--- config.mk ---
export PLATFORM = sky130hd
export DESIGN_NAME = instr_fetch_flat
export DESIGN_NICKNAME = d
export VERILOG_FILES = /design/src/rtl/fetch_pkg.sv /design/src/rtl/program_memory_bus.sv /design/src/rtl/fetch_queue.sv /design/src/rtl/pipeline.sv /design/src/rtl/instr_fetch.sv /design/src/flat_wrapper.sv
export SDC_FILE = /design/constraint.sdc
export NUM_CORES = 1
export LEC_CHECK = 0
export ABC_AREA = 0
export BUFFER_PORTS_ARGS = -buffer_cell sky130_fd_sc_hd__clkbuf_2
export CORE_MARGIN = 8
export CORE_UTILIZATION = 50
export DETAILED_ROUTE_END_ITERATION = 8
export PLACE_DENSITY = 0.74
export SYNTH_ARGS = -nofsm -noshare
export SYNTH_HDL_FRONTEND = slang
export SYNTH_SLANG_ARGS = --single-unit
--- constraint.sdc ---
create_clock -name clk_in -period 5.1 [get_ports clk_in]
set_input_delay 1.02 -clock clk_in [delete_from_list [all_inputs] [get_ports clk_in]]
set_output_delay 1.02 -clock clk_in [all_outputs]
set_load 0.005 [all_outputs]
--- src/rtl/fetch_pkg.sv ---
// Shared constants and types for the instruction fetch unit.
//   FETCH_DEPTH  default prefetch queue depth
//   INSTR_BYTES  byte stride between consecutive instructions
//   MEM_LATENCY  cycles from read_request to data_valid
//   track_t      per-request tracking record. valid is the MSB because
//                pipeline reports stage occupancy from that bit.
//   queue_entry_t  one prefetch queue slot
package fetch_pkg;

  localparam int FETCH_DEPTH = 4;
  localparam int INSTR_BYTES = 4;
  localparam int MEM_LATENCY = 2;

  typedef struct packed {
    logic        valid;
    logic        drop;
    logic [31:0] pc;
  } track_t;

  typedef struct packed {
    logic [31:0] pc;
    logic [31:0] instr;
  } queue_entry_t;

endpackage

--- src/rtl/program_memory_bus.sv ---
// Instruction memory read bus.
//   addr/read_request : request from the fetch unit
//   instr/data_valid  : response from memory, fixed latency
interface program_memory_bus;
  logic [31:0] addr;
  logic        read_request;
  logic [31:0] instr;
  logic        data_valid;

  modport CONSUMER_A (output addr, output read_request, input instr, input data_valid);
  modport PROVIDER_A (input addr, input read_request, output instr, output data_valid);
endinterface

--- src/rtl/fetch_queue.sv ---
// DEPTH-entry FIFO of {pc, instr} with wrapping pointers.
//   clk, rst   : clock, synchronous active-high reset
//   flush      : empty the queue; wins over push and pop
//   push       : write push_entry at the tail
//   pop        : advance the head
//   head       : entry at the head (meaningful only when count != 0)
//   count      : number of valid entries, 0..DEPTH
module fetch_queue
  import fetch_pkg::*;
#(
  parameter int DEPTH = FETCH_DEPTH
) (
  input  logic                   clk,
  input  logic                   rst,
  input  logic                   flush,
  input  logic                   push,
  input  queue_entry_t           push_entry,
  input  logic                   pop,
  output queue_entry_t           head,
  output logic [$clog2(DEPTH):0] count
);

  localparam int AW = $clog2(DEPTH);
  localparam int CW = AW + 1;

  queue_entry_t   mem_q [DEPTH];
  logic [AW-1:0]  wr_ptr;
  logic [AW-1:0]  rd_ptr;

  always_ff @(posedge clk) begin
    if (rst || flush) begin
      wr_ptr <= '0;
      rd_ptr <= '0;
      count  <= '0;
    end else begin
      if (push) wr_ptr <= wr_ptr + AW'(1);
      if (pop)  rd_ptr <= rd_ptr + AW'(1);
      count <= count + CW'(push) - CW'(pop);
    end
  end

  // Storage needs no reset: head is qualified by count.
  always_ff @(posedge clk) begin
    if (push && !flush && !rst) mem_q[wr_ptr] <= push_entry;
  end

  assign head = mem_q[rd_ptr];

endmodule

--- src/rtl/pipeline.sv ---
// Generic shift-register pipeline of STAGES stages.
//   clk, rst   : clock, synchronous active-high reset (clears every stage)
//   mark_en    : OR mark_mask into every entry as it advances this cycle
//   mark_mask  : bits to set on the entries in flight
//   d          : entry entering stage 0
//   q          : entry in the last stage
//   busy       : per-stage occupancy, taken from the MSB of each stage
module pipeline #(
  parameter int WIDTH  = 8,
  parameter int STAGES = 2
) (
  input  logic              clk,
  input  logic              rst,
  input  logic              mark_en,
  input  logic [WIDTH-1:0]  mark_mask,
  input  logic [WIDTH-1:0]  d,
  output logic [WIDTH-1:0]  q,
  output logic [STAGES-1:0] busy
);

  logic [STAGES-1:0][WIDTH-1:0] stage_q;

  always_ff @(posedge clk) begin
    if (rst) begin
      stage_q <= '0;
    end else begin
      stage_q[0] <= d;
      for (int i = 1; i < STAGES; i++) begin
        stage_q[i] <= stage_q[i-1] | (mark_en ? mark_mask : '0);
      end
    end
  end

  always_comb begin
    busy = '0;
    for (int i = 0; i < STAGES; i++) begin
      busy[i] = stage_q[i][WIDTH-1];
    end
  end

  assign q = stage_q[STAGES-1];

endmodule

--- src/rtl/instr_fetch.sv ---
// Instruction prefetch unit with a small queue and redirect support.
//   clk_in, rst_in     : clock, synchronous active-high reset
//   mem                : instruction memory read port (2-cycle latency)
//   redirect_valid_in  : flush and restart fetch at redirect_pc_in
//   redirect_pc_in     : redirect byte address (low two bits ignored)
//   instr_valid_out    : queue head valid
//   instr_out, pc_out  : head instruction and its byte address
//   instr_ready_in     : consumer takes the head this cycle
module instr_fetch
  import fetch_pkg::*;
#(
  parameter logic [31:0] RESET_PC = 32'h0000_0000,
  parameter int          DEPTH    = FETCH_DEPTH
) (
  input  logic                  clk_in,
  input  logic                  rst_in,
  program_memory_bus.CONSUMER_A mem,
  input  logic                  redirect_valid_in,
  input  logic [31:0]           redirect_pc_in,
  output logic                  instr_valid_out,
  output logic [31:0]           instr_out,
  output logic [31:0]           pc_out,
  input  logic                  instr_ready_in
);

  localparam int CW = $clog2(DEPTH) + 1;
  localparam int OW = CW + 1;
  localparam int IW = $clog2(MEM_LATENCY + 1);
  localparam track_t DROP_MASK = '{valid: 1'b0, drop: 1'b1, pc: 32'h0};

  logic [31:0]            fetch_pc;
  logic [CW-1:0]          count;
  logic [MEM_LATENCY-1:0] busy;
  logic [IW-1:0]          inflight;
  logic [OW-1:0]          occupancy;
  logic                   pop;
  logic                   push;
  logic                   issue;
  track_t                 track_in;
  track_t                 track_last;
  queue_entry_t           head;
  queue_entry_t           push_entry;
  logic [1:0]             rst_hist;

  always_comb begin
    inflight = '0;
    for (int i = 0; i < MEM_LATENCY; i++) begin
      inflight = inflight + IW'(busy[i]);
    end
  end

  assign pop = instr_valid_out && instr_ready_in && !redirect_valid_in;

  // The entry popped this cycle frees its slot before any new response can
  // land, so it is credited immediately; this keeps one instruction per
  // cycle flowing at DEPTH = 3.
  assign occupancy = OW'(count) + OW'(inflight) - OW'(pop);
  assign issue     = !rst_in && !redirect_valid_in && (occupancy < OW'(DEPTH));

  assign mem.read_request = issue;
  assign mem.addr         = issue ? fetch_pc : 32'h0;

  always_ff @(posedge clk_in) begin
    if (rst_in)                 fetch_pc <= RESET_PC;
    else if (redirect_valid_in) fetch_pc <= redirect_pc_in & ~32'h3;
    else if (issue)             fetch_pc <= fetch_pc + 32'(INSTR_BYTES);
  end

  assign track_in = '{valid: issue, drop: 1'b0, pc: fetch_pc};

  // Entries advancing during a redirect get their drop bit set, so every
  // response in flight at that edge is discarded on arrival.
  pipeline #(
    .WIDTH  ($bits(track_t)),
    .STAGES (MEM_LATENCY)
  ) u_track (
    .clk       (clk_in),
    .rst       (rst_in),
    .mark_en   (redirect_valid_in),
    .mark_mask (DROP_MASK),
    .d         (track_in),
    .q         (track_last),
    .busy      (busy)
  );

  assign push = mem.data_valid && track_last.valid && !track_last.drop &&
                !redirect_valid_in && !rst_in;
  assign push_entry = '{pc: track_last.pc, instr: mem.instr};

  fetch_queue #(
    .DEPTH (DEPTH)
  ) u_queue (
    .clk        (clk_in),
    .rst        (rst_in),
    .flush      (redirect_valid_in),
    .push       (push),
    .push_entry (push_entry),
    .pop        (pop),
    .head       (head),
    .count      (count)
  );

  assign instr_valid_out = !rst_in && (count != '0);
  assign instr_out       = instr_valid_out ? head.instr : 32'h0;
  assign pc_out          = instr_valid_out ? head.pc    : 32'h0;

  // Responses to requests issued before a reset still arrive for up to
  // MEM_LATENCY cycles afterward; they are legitimately untracked.
  always_ff @(posedge clk_in) begin
    if (rst_in) rst_hist <= 2'b11;
    else        rst_hist <= {rst_hist[0], 1'b0};
  end

  always_ff @(posedge clk_in) begin
    if (!rst_in && (rst_hist == 2'b00) && mem.data_valid) begin
      assert (track_last.valid);
    end
  end

endmodule
--- src/flat_wrapper.sv ---
// flat-port wrapper written by rule: the top's interface ports become plain ports
module instr_fetch_flat import fetch_pkg::*;
#(
  parameter logic [31:0] RESET_PC = 32'h0000_0000,
  parameter int          DEPTH    = FETCH_DEPTH
)
  (clk_in, rst_in, redirect_valid_in, redirect_pc_in, instr_valid_out, instr_out, pc_out, instr_ready_in, mem_addr, mem_read_request, mem_instr, mem_data_valid);
  program_memory_bus mem_i ();
  input  logic clk_in;
  input  logic rst_in;
  input  logic redirect_valid_in;
  input  logic [31:0] redirect_pc_in;
  output logic instr_valid_out;
  output logic [31:0] instr_out;
  output logic [31:0] pc_out;
  input  logic instr_ready_in;
  output wire logic [$bits(mem_i.addr)-1:0] mem_addr;
  output wire logic [$bits(mem_i.read_request)-1:0] mem_read_request;
  input wire logic [$bits(mem_i.instr)-1:0] mem_instr;
  input wire logic [$bits(mem_i.data_valid)-1:0] mem_data_valid;
  assign mem_addr = mem_i.addr;
  assign mem_read_request = mem_i.read_request;
  assign mem_i.instr = mem_instr;
  assign mem_i.data_valid = mem_data_valid;
  instr_fetch #(.RESET_PC(RESET_PC), .DEPTH(DEPTH)) u_core (.clk_in(clk_in), .rst_in(rst_in), .mem(mem_i), .redirect_valid_in(redirect_valid_in), .redirect_pc_in(redirect_pc_in), .instr_valid_out(instr_valid_out), .instr_out(instr_out), .pc_out(pc_out), .instr_ready_in(instr_ready_in));
endmodule
After elaboration in Yosys (flattened, before gate mapping)

Memory sizes are Yosys's and may differ from the RTL's. A register that Yosys moved wholly into a read port is not among the register bits.
Index checks and enable logic that the tools add are counted.

Add/subtract/negate cells: 8
Magnitude comparators: 1
Muxes and demuxes: 10
Bitwise operators: 1
Reductions and logical operators: 18

Operators with widths:

| cell                    | number |
|---|---|
| $mux W32                | 5 |
| $or A34 B34 Y34         | 1 |
| $mux W33                | 1 |
| $add A32 B3 Y32 const B | 1 |
| $logic_and A1 B1 Y1     | 11 |
| $add A2 B1 Y2 const B   | 2 |
| $add A3 B2 Y4           | 1 |
| $lt A4 B3 Y1 const B    | 1 |
| $mux W2                 | 2 |
| $sub A4 B1 Y4           | 1 |
| $add A3 B1 Y3           | 1 |
| $logic_not A1 Y1        | 3 |
| $reduce_bool A3 Y1      | 1 |
| $sub A3 B1 Y3           | 1 |
| $add A1 B1 Y2           | 1 |
| $mux W1                 | 2 |
| $reduce_bool A2 Y1      | 1 |
| $reduce_or A2 Y1        | 1 |
| $logic_or A1 B1 Y1      | 1 |

Register bits: 107
Memory bits (writable): 256
Input bits: 69
Memories kept: 1

Memory list:

| memory               | words | width | read ports | clocked after Yosys merged registers in | wr ports | line              | text |
|---|---|---|---|---|---|---|---|
| u_core.u_queue.mem_q | 4     | 64    | 1          | 1                                       | 1        | fetch_queue.sv:26 | `queue_entry_t mem_q [DEPTH];` |

Longest topological paths before layout

Depth after elaboration: 9
Gate-level depth with buffers: 14
Mapped depth without buffers: 10

Cells and area by module

From an unflattened synthesis, not the netlist that was laid out.

Cell total of the unflattened synthesis: 947
Area total of the unflattened synthesis: 14616.5 sq um

By module, submodules not included:

| module      | times used | cells an instance | area an instance (sq um) |
|---|---|---|---|
| fetch_queue | 1          | 377               | 9751.9 |
| instr_fetch | 1          | 353               | 2653.8 |
| pipeline    | 1          | 217               | 2210.9 |

Least setup slack after synthesis

Ideal clock, no wire load.

Path kind: input to output
From: input redirect_valid_in
To: output mem_addr[22]
Arrival: 3.577 ns
Setup slack: 0.503 ns
Stages on the path: 14
Path buffers: 4
Cell sequence: clkbuf_1 -> or2_2 -> clkbuf_1 -> nor3b_2 -> ha_1 -> inv_1 -> ha_1 -> a21oi_1 -> and4b_1 -> buf_4 -> nor2_1 -> nor2_1 -> clkbuf_1 -> and2_1

Word-level cells in the longest chain between the ends: 6
Elaborated cells between the ends (all ways): 7
Those cells by class: add/sub (1); order compare (1); mux (1); reduce/logical (4)

Ends and longest elaborated chain:

| what                       | line               | text |
|---|---|---|
| start: declaration         | flat_wrapper.sv:11 | `input logic redirect_valid_in;` |
| $logic_not A1 Y1           | instr_fetch.sv:52  | `assign pop = instr_valid_out && instr_ready_in && !redirect_valid_in;` |
| $logic_and A1 B1 Y1        | instr_fetch.sv:52  |  |
| named net u_core.pop       | instr_fetch.sv:36  | `logic pop;` |
| $sub A4 B1 Y4              | instr_fetch.sv:57  | `assign occupancy = OW'(count) + OW'(inflight) - OW'(pop);` |
| $lt A4 B3 Y1               | instr_fetch.sv:58  | `assign issue = !rst_in && !redirect_valid_in && (occupancy < OW'(DEPTH));` |
| $logic_and A1 B1 Y1        | instr_fetch.sv:58  |  |
| named net mem_read_request | flat_wrapper.sv:18 | `output wire logic [$bits(mem_i.read_request)-1:0] mem_read_request;` |
| $mux W32                   | instr_fetch.sv:61  | `assign mem.addr = issue ? fetch_pc : 32'h0;` |
| end: declaration           | flat_wrapper.sv:17 | `output wire logic [$bits(mem_i.addr)-1:0] mem_addr;` |

The timed path passes the listed nets, and every way through them passes these cells.

Worst setup path in the final report

From: input redirect_valid_in
To: output mem_addr[12]

Word-level cells in the longest chain between the ends: 6
Elaborated cells between the ends (all ways): 7
Those cells by class: add/sub (1); order compare (1); mux (1); reduce/logical (4)

Ends and longest elaborated chain:

| what                 | line |
|---|---|
| $logic_not A1 Y1     | instr_fetch.sv:52 |
| $logic_and A1 B1 Y1  | instr_fetch.sv:52 |
| named net u_core.pop | instr_fetch.sv:36 |
| $sub A4 B1 Y4        | instr_fetch.sv:57 |
| $lt A4 B3 Y1         | instr_fetch.sv:58 |
| $logic_and A1 B1 Y1  | instr_fetch.sv:58 |
| $mux W32             | instr_fetch.sv:61 |

The timed path passes the listed nets, and every way through them passes these cells.

==> results.toml <==
[status]
status = "complete, no violations"

[clock_network]
cts.sinks = 350
number_of_gates_given_a_new_drive_strength_after_cts = 0
numCtsBuffers = 37
clock-root-buffer = "sky130_fd_sc_hd__clkbuf_16"
cts.path.max_buffers = 3
htreeDepth = 2
postcts_setup_bufs = 0
clk_pin_slew_ps = 50
cts_tree = "built"
clk_latency_ps = 510
cts_hold_buf = 0

[hold_path]
holdCritPathClass = "flip-flop to flip-flop"

[grt]
grt_max_degree = 79
grt_pass1_wl_um = 41900
initial_antenna_violation_count = 0
grt-ovfl-total = 0
vias_in_the_first_global_route = 7782
grt_util_all_layers = 0.160

[drt]
drc = 0
final_antenna_net_count = 0
initialDrtViolationCount = 343
drt_first_pass_iters = 4
via_count = 7262
route.detailed.wl_per_inst_um = 19.2
detail_route.wirelength_um = 26200
post_drt_via_cell_ratio = 5.32

[die]
boundaryPins = 167
fp.dieW_um = 180
initial_utilization = 0.505
fp.coreArea_um2 = 26700
std_cell_rows = 60
design.die.area_um2 = 32500
die-height_um = 180

[pwr]
p_seq_frac = 0.529
cellLeakagePower_uw = 0.00549
p_sw_frac = 0.193
total_switching_power_uw = 1130
ir_drop_mv = 0.192
power.combinational.fraction = 0.023
total_design_power_uw = 5870
power_per_cell_area_nw_per_um2 = 371
clkPwrFrac = 0.448
p_int_uw = 4740

[worst_setup_path]
critical_path.cell_chain = "clkbuf_2 -> or2_2 -> nor3b_2 -> ha_1 -> inv_1 -> ha_1 -> a21oi_1 -> and4b_1 -> nor2_1 -> buf_4 -> nor2_1 -> buf_4 -> and2_1 -> clkbuf_2"
cp_slowest_stage_delay_ps = 330
critical_path_peak_fanout = 25
worst_setup_path_start_kind = "input pin"
critical_path_class = "input pin to output pin"
data_arrival_time_at_the_worst_slack_endpoint_ps = 3730
worst_path_dominant_cell_family = "simple AND/OR/NAND/NOR gates"
crit_required_ps = 4080
cp_num_buf_inv = 5
critical-path-slowest-cell = "sky130_fd_sc_hd__or2_2"
endpoint_kind = "output pin"
reg2reg_slack_ps = 1750

[layout]
layout-drive-gt1-share = 0.295
antennaDiodeCount = 0
finalNetCount = 1077
area.growth.synth_to_final_pct = 17.5

[yosys]
avgSynthCellArea_um2 = 16.2
seq_area_frac_synth = 0.704
ys_ff_latch = 350
synthTopCellsByArea = "sky130_fd_sc_hd__edfxtp_1 (55%), sky130_fd_sc_hd__dfxtp_1 (15%), sky130_fd_sc_hd__mux4_2 (10%), sky130_fd_sc_hd__and2_1 (4.5%), sky130_fd_sc_hd__nor2b_1 (2.8%)"
synth-async-reset-ratio = 0
synth_largest_area_cell = "sky130_fd_sc_hd__edfxtp_1"
synthDominantCellAreaShare = 0.552
synth_warnings = 0
post_synth_num_cell_types = 55
syn-instance-count = 832
synth-edff-count = 248
post_synth_instance_area_um2 = 13500
dominantRegCellSynth = "sky130_fd_sc_hd__edfxtp_1"

[place]
place.gp.congestion = 0.837
port_buffers = 160
hpwlAfterDp_um = 15800

[timing]
clock-skew-final_ps = 15.1
timing.final.hold_violations = 0
slew-limit-headroom = 0.347
timing_worst_slew_pin_value_ps = 979
tns_ps = 0
finalMaxSlewViolations = 0
post-route-period-util = 0.932
hold_ws_ps = 435
clock.fmax_mhz = 210
setup-violations-final = 0
grt_setup_unrepaired = "false"
finalWorstPathRequiredPeriod_ps = 4750

[job]
maxCapViolCount = 0
==> state kept, by name (all words and copies together) (netlist names), named ones only <==
register / flops
u_core.u_queue.mem_q: 248
u_core.u_queue.wr_ptr: 2
u_core.u_track.busy: 1
u_core.u_queue.count: 3
u_core.fetch_pc: 30
u_core.u_track.stage_q: 30
u_core.u_track.q: 32
u_core.u_queue.rd_ptr: 2
==> power by group through the flow <==
stage | Clock [µW] | Combinational [µW] | Sequential (µW)
after floorplan | 0 | 77.5 | 3150
after global placement | 0 | 131 | 3170
after detailed placement | 0 | 135 | 3170
after CTS | 2680 | 136 | 3110
after global routing | 2800 | 151 | 3110
final | 2630 | 134 | 3110
==> layout make-up <==
type / count / area [µm²]
Tap cell: 341 / 427
Timing Repair Buffer: 171 / 896
Clock buffer: 47 / 1010
Inverter: 13 / 48.8
Fill cell: 2032 / 10900
Multi-Input combinational cell: 423 / 3760
Clock inverter: 21 / 213
Sequential cell: 350 / 9500
==> worst paths after layout <==
check,from,end,cells after the start
max,redirect_valid_in,mem_addr[12],14
min,u_core.u_track.stage_q[27],u_core.u_track.q[27],1
max reg2reg,u_core.u_queue.count[1],u_core.fetch_pc[25],11
min reg2reg,u_core.u_track.stage_q[27],u_core.u_track.q[27],1
==> metal layers <==
layer | part of all wire | wire (µm) | global-route usage
met1 | 0.47 | 12300 | 0.219
met2 | 0.46 | 12000 | 0.257
met3 | 0.056 | 1460 | 0.0363
met4 | 0.015 | 384 | 0.0397
met5 | 0 | 0 | 0
==> cell usage in the layout, fill, tap and decap left out, types with 4 or more instances in the layout <==
master,count
sky130_fd_sc_hd__o21ai_0,18
sky130_fd_sc_hd__nand2b_1,5
sky130_fd_sc_hd__o21a_1,4
sky130_fd_sc_hd__nand2_1,18
sky130_fd_sc_hd__a211oi_1,4
sky130_fd_sc_hd__ha_1,11
sky130_fd_sc_hd__nand4_1,4
sky130_fd_sc_hd__bufinv_16,4
sky130_fd_sc_hd__o211ai_1,5
sky130_fd_sc_hd__nor3_1,5
sky130_fd_sc_hd__o311a_1,5
sky130_fd_sc_hd__nor2b_1,60
sky130_fd_sc_hd__clkbuf_16,39
sky130_fd_sc_hd__dfxtp_1,100
sky130_fd_sc_hd__and2_1,93
sky130_fd_sc_hd__xor2_1,13
sky130_fd_sc_hd__clkinv_2,6
sky130_fd_sc_hd__inv_1,11
sky130_fd_sc_hd__and2_4,4
sky130_fd_sc_hd__or3_1,5
sky130_fd_sc_hd__clkinv_1,8
sky130_fd_sc_hd__a311oi_1,7
sky130_fd_sc_hd__mux4_2,62
sky130_fd_sc_hd__nand3_1,14
sky130_fd_sc_hd__clkbuf_2,160
sky130_fd_sc_hd__edfxtp_1,248
sky130_fd_sc_hd__clkbuf_1,8
sky130_fd_sc_hd__conb_1,4
sky130_fd_sc_hd__nor4_1,4
sky130_fd_sc_hd__nor2_1,32
sky130_fd_sc_hd__or4_1,5
sky130_fd_sc_hd__buf_4,10
sky130_fd_sc_hd__o2111ai_1,5
==> logic make-up (layout without fill, tap and decap cells) <==
| kind of cell | Yosys count | after routing | synth area share |
|---|---|---|---|
| adder cells (fa/ha/maj) | 12 | 12 | 0.0117 |
| buffers and inverters | 62 | 252 | 0.0200 |
| flip-flops | 350 | 350 | 0.704 |
| AND/OR/NAND/NOR | 265 | 265 | 0.115 |
| AO/OA/AOI/OAI | 63 | 63 | 0.0347 |
| multiplexers | 63 | 63 | 0.104 |
| XOR/XNOR | 16 | 16 | 0.0104 |
| other | 1 | 4 | 0.000278 |
==> stage by stage <==
stage / instance area (µm²) / std cells / util / worst slack [ps]
2_1_floorplan: 13500 / 835 / - / 503
3_3_place_gp: 14600 / 1298 / 0.547 / 375
3_5_place_dp: 14600 / 1298 / 0.547 / 328
4_1_cts: 15800 / 1366 / 0.593 / 291
5_1_grt: 15800 / 1366 / 0.593 / 65.5
6_report: 15800 / 1366 / 0.593 / 346
==> synth_stat cells (2+ instances only) <==
cell type and number:
sky130_fd_sc_hd__o2111a_1 2, sky130_fd_sc_hd__and3_1 3, sky130_fd_sc_hd__a211oi_1 4, sky130_fd_sc_hd__o21a_1 4, sky130_fd_sc_hd__buf_2 8, sky130_fd_sc_hd__nand2b_1 5, sky130_fd_sc_hd__o2111ai_1 5, sky130_fd_sc_hd__nand3_1 14
sky130_fd_sc_hd__o21ai_0 18, sky130_fd_sc_hd__nor2b_1 60, sky130_fd_sc_hd__clkbuf_1 30, sky130_fd_sc_hd__and2_1 97, sky130_fd_sc_hd__xor2_1 13, sky130_fd_sc_hd__nor3_1 5, sky130_fd_sc_hd__nor4_1 4, sky130_fd_sc_hd__o31ai_1 2
sky130_fd_sc_hd__nand2_1 18, sky130_fd_sc_hd__o311a_1 5, sky130_fd_sc_hd__or3_1 5, sky130_fd_sc_hd__ha_1 11, sky130_fd_sc_hd__and4_1 3, sky130_fd_sc_hd__a21oi_1 2, sky130_fd_sc_hd__xnor2_1 3, sky130_fd_sc_hd__a311oi_1 7
sky130_fd_sc_hd__clkinv_1 2, sky130_fd_sc_hd__nor3_2 2, sky130_fd_sc_hd__nor2_1 33, sky130_fd_sc_hd__nand4_1 4, sky130_fd_sc_hd__o211ai_1 5, sky130_fd_sc_hd__or4_1 5, sky130_fd_sc_hd__buf_1 4, sky130_fd_sc_hd__inv_1 11
sky130_fd_sc_hd__mux4_2 62, sky130_fd_sc_hd__o31a_1 3, sky130_fd_sc_hd__buf_4 5, sky130_fd_sc_hd__dfxtp_1 102, sky130_fd_sc_hd__edfxtp_1 248
(Power assumes the default switching activity.)
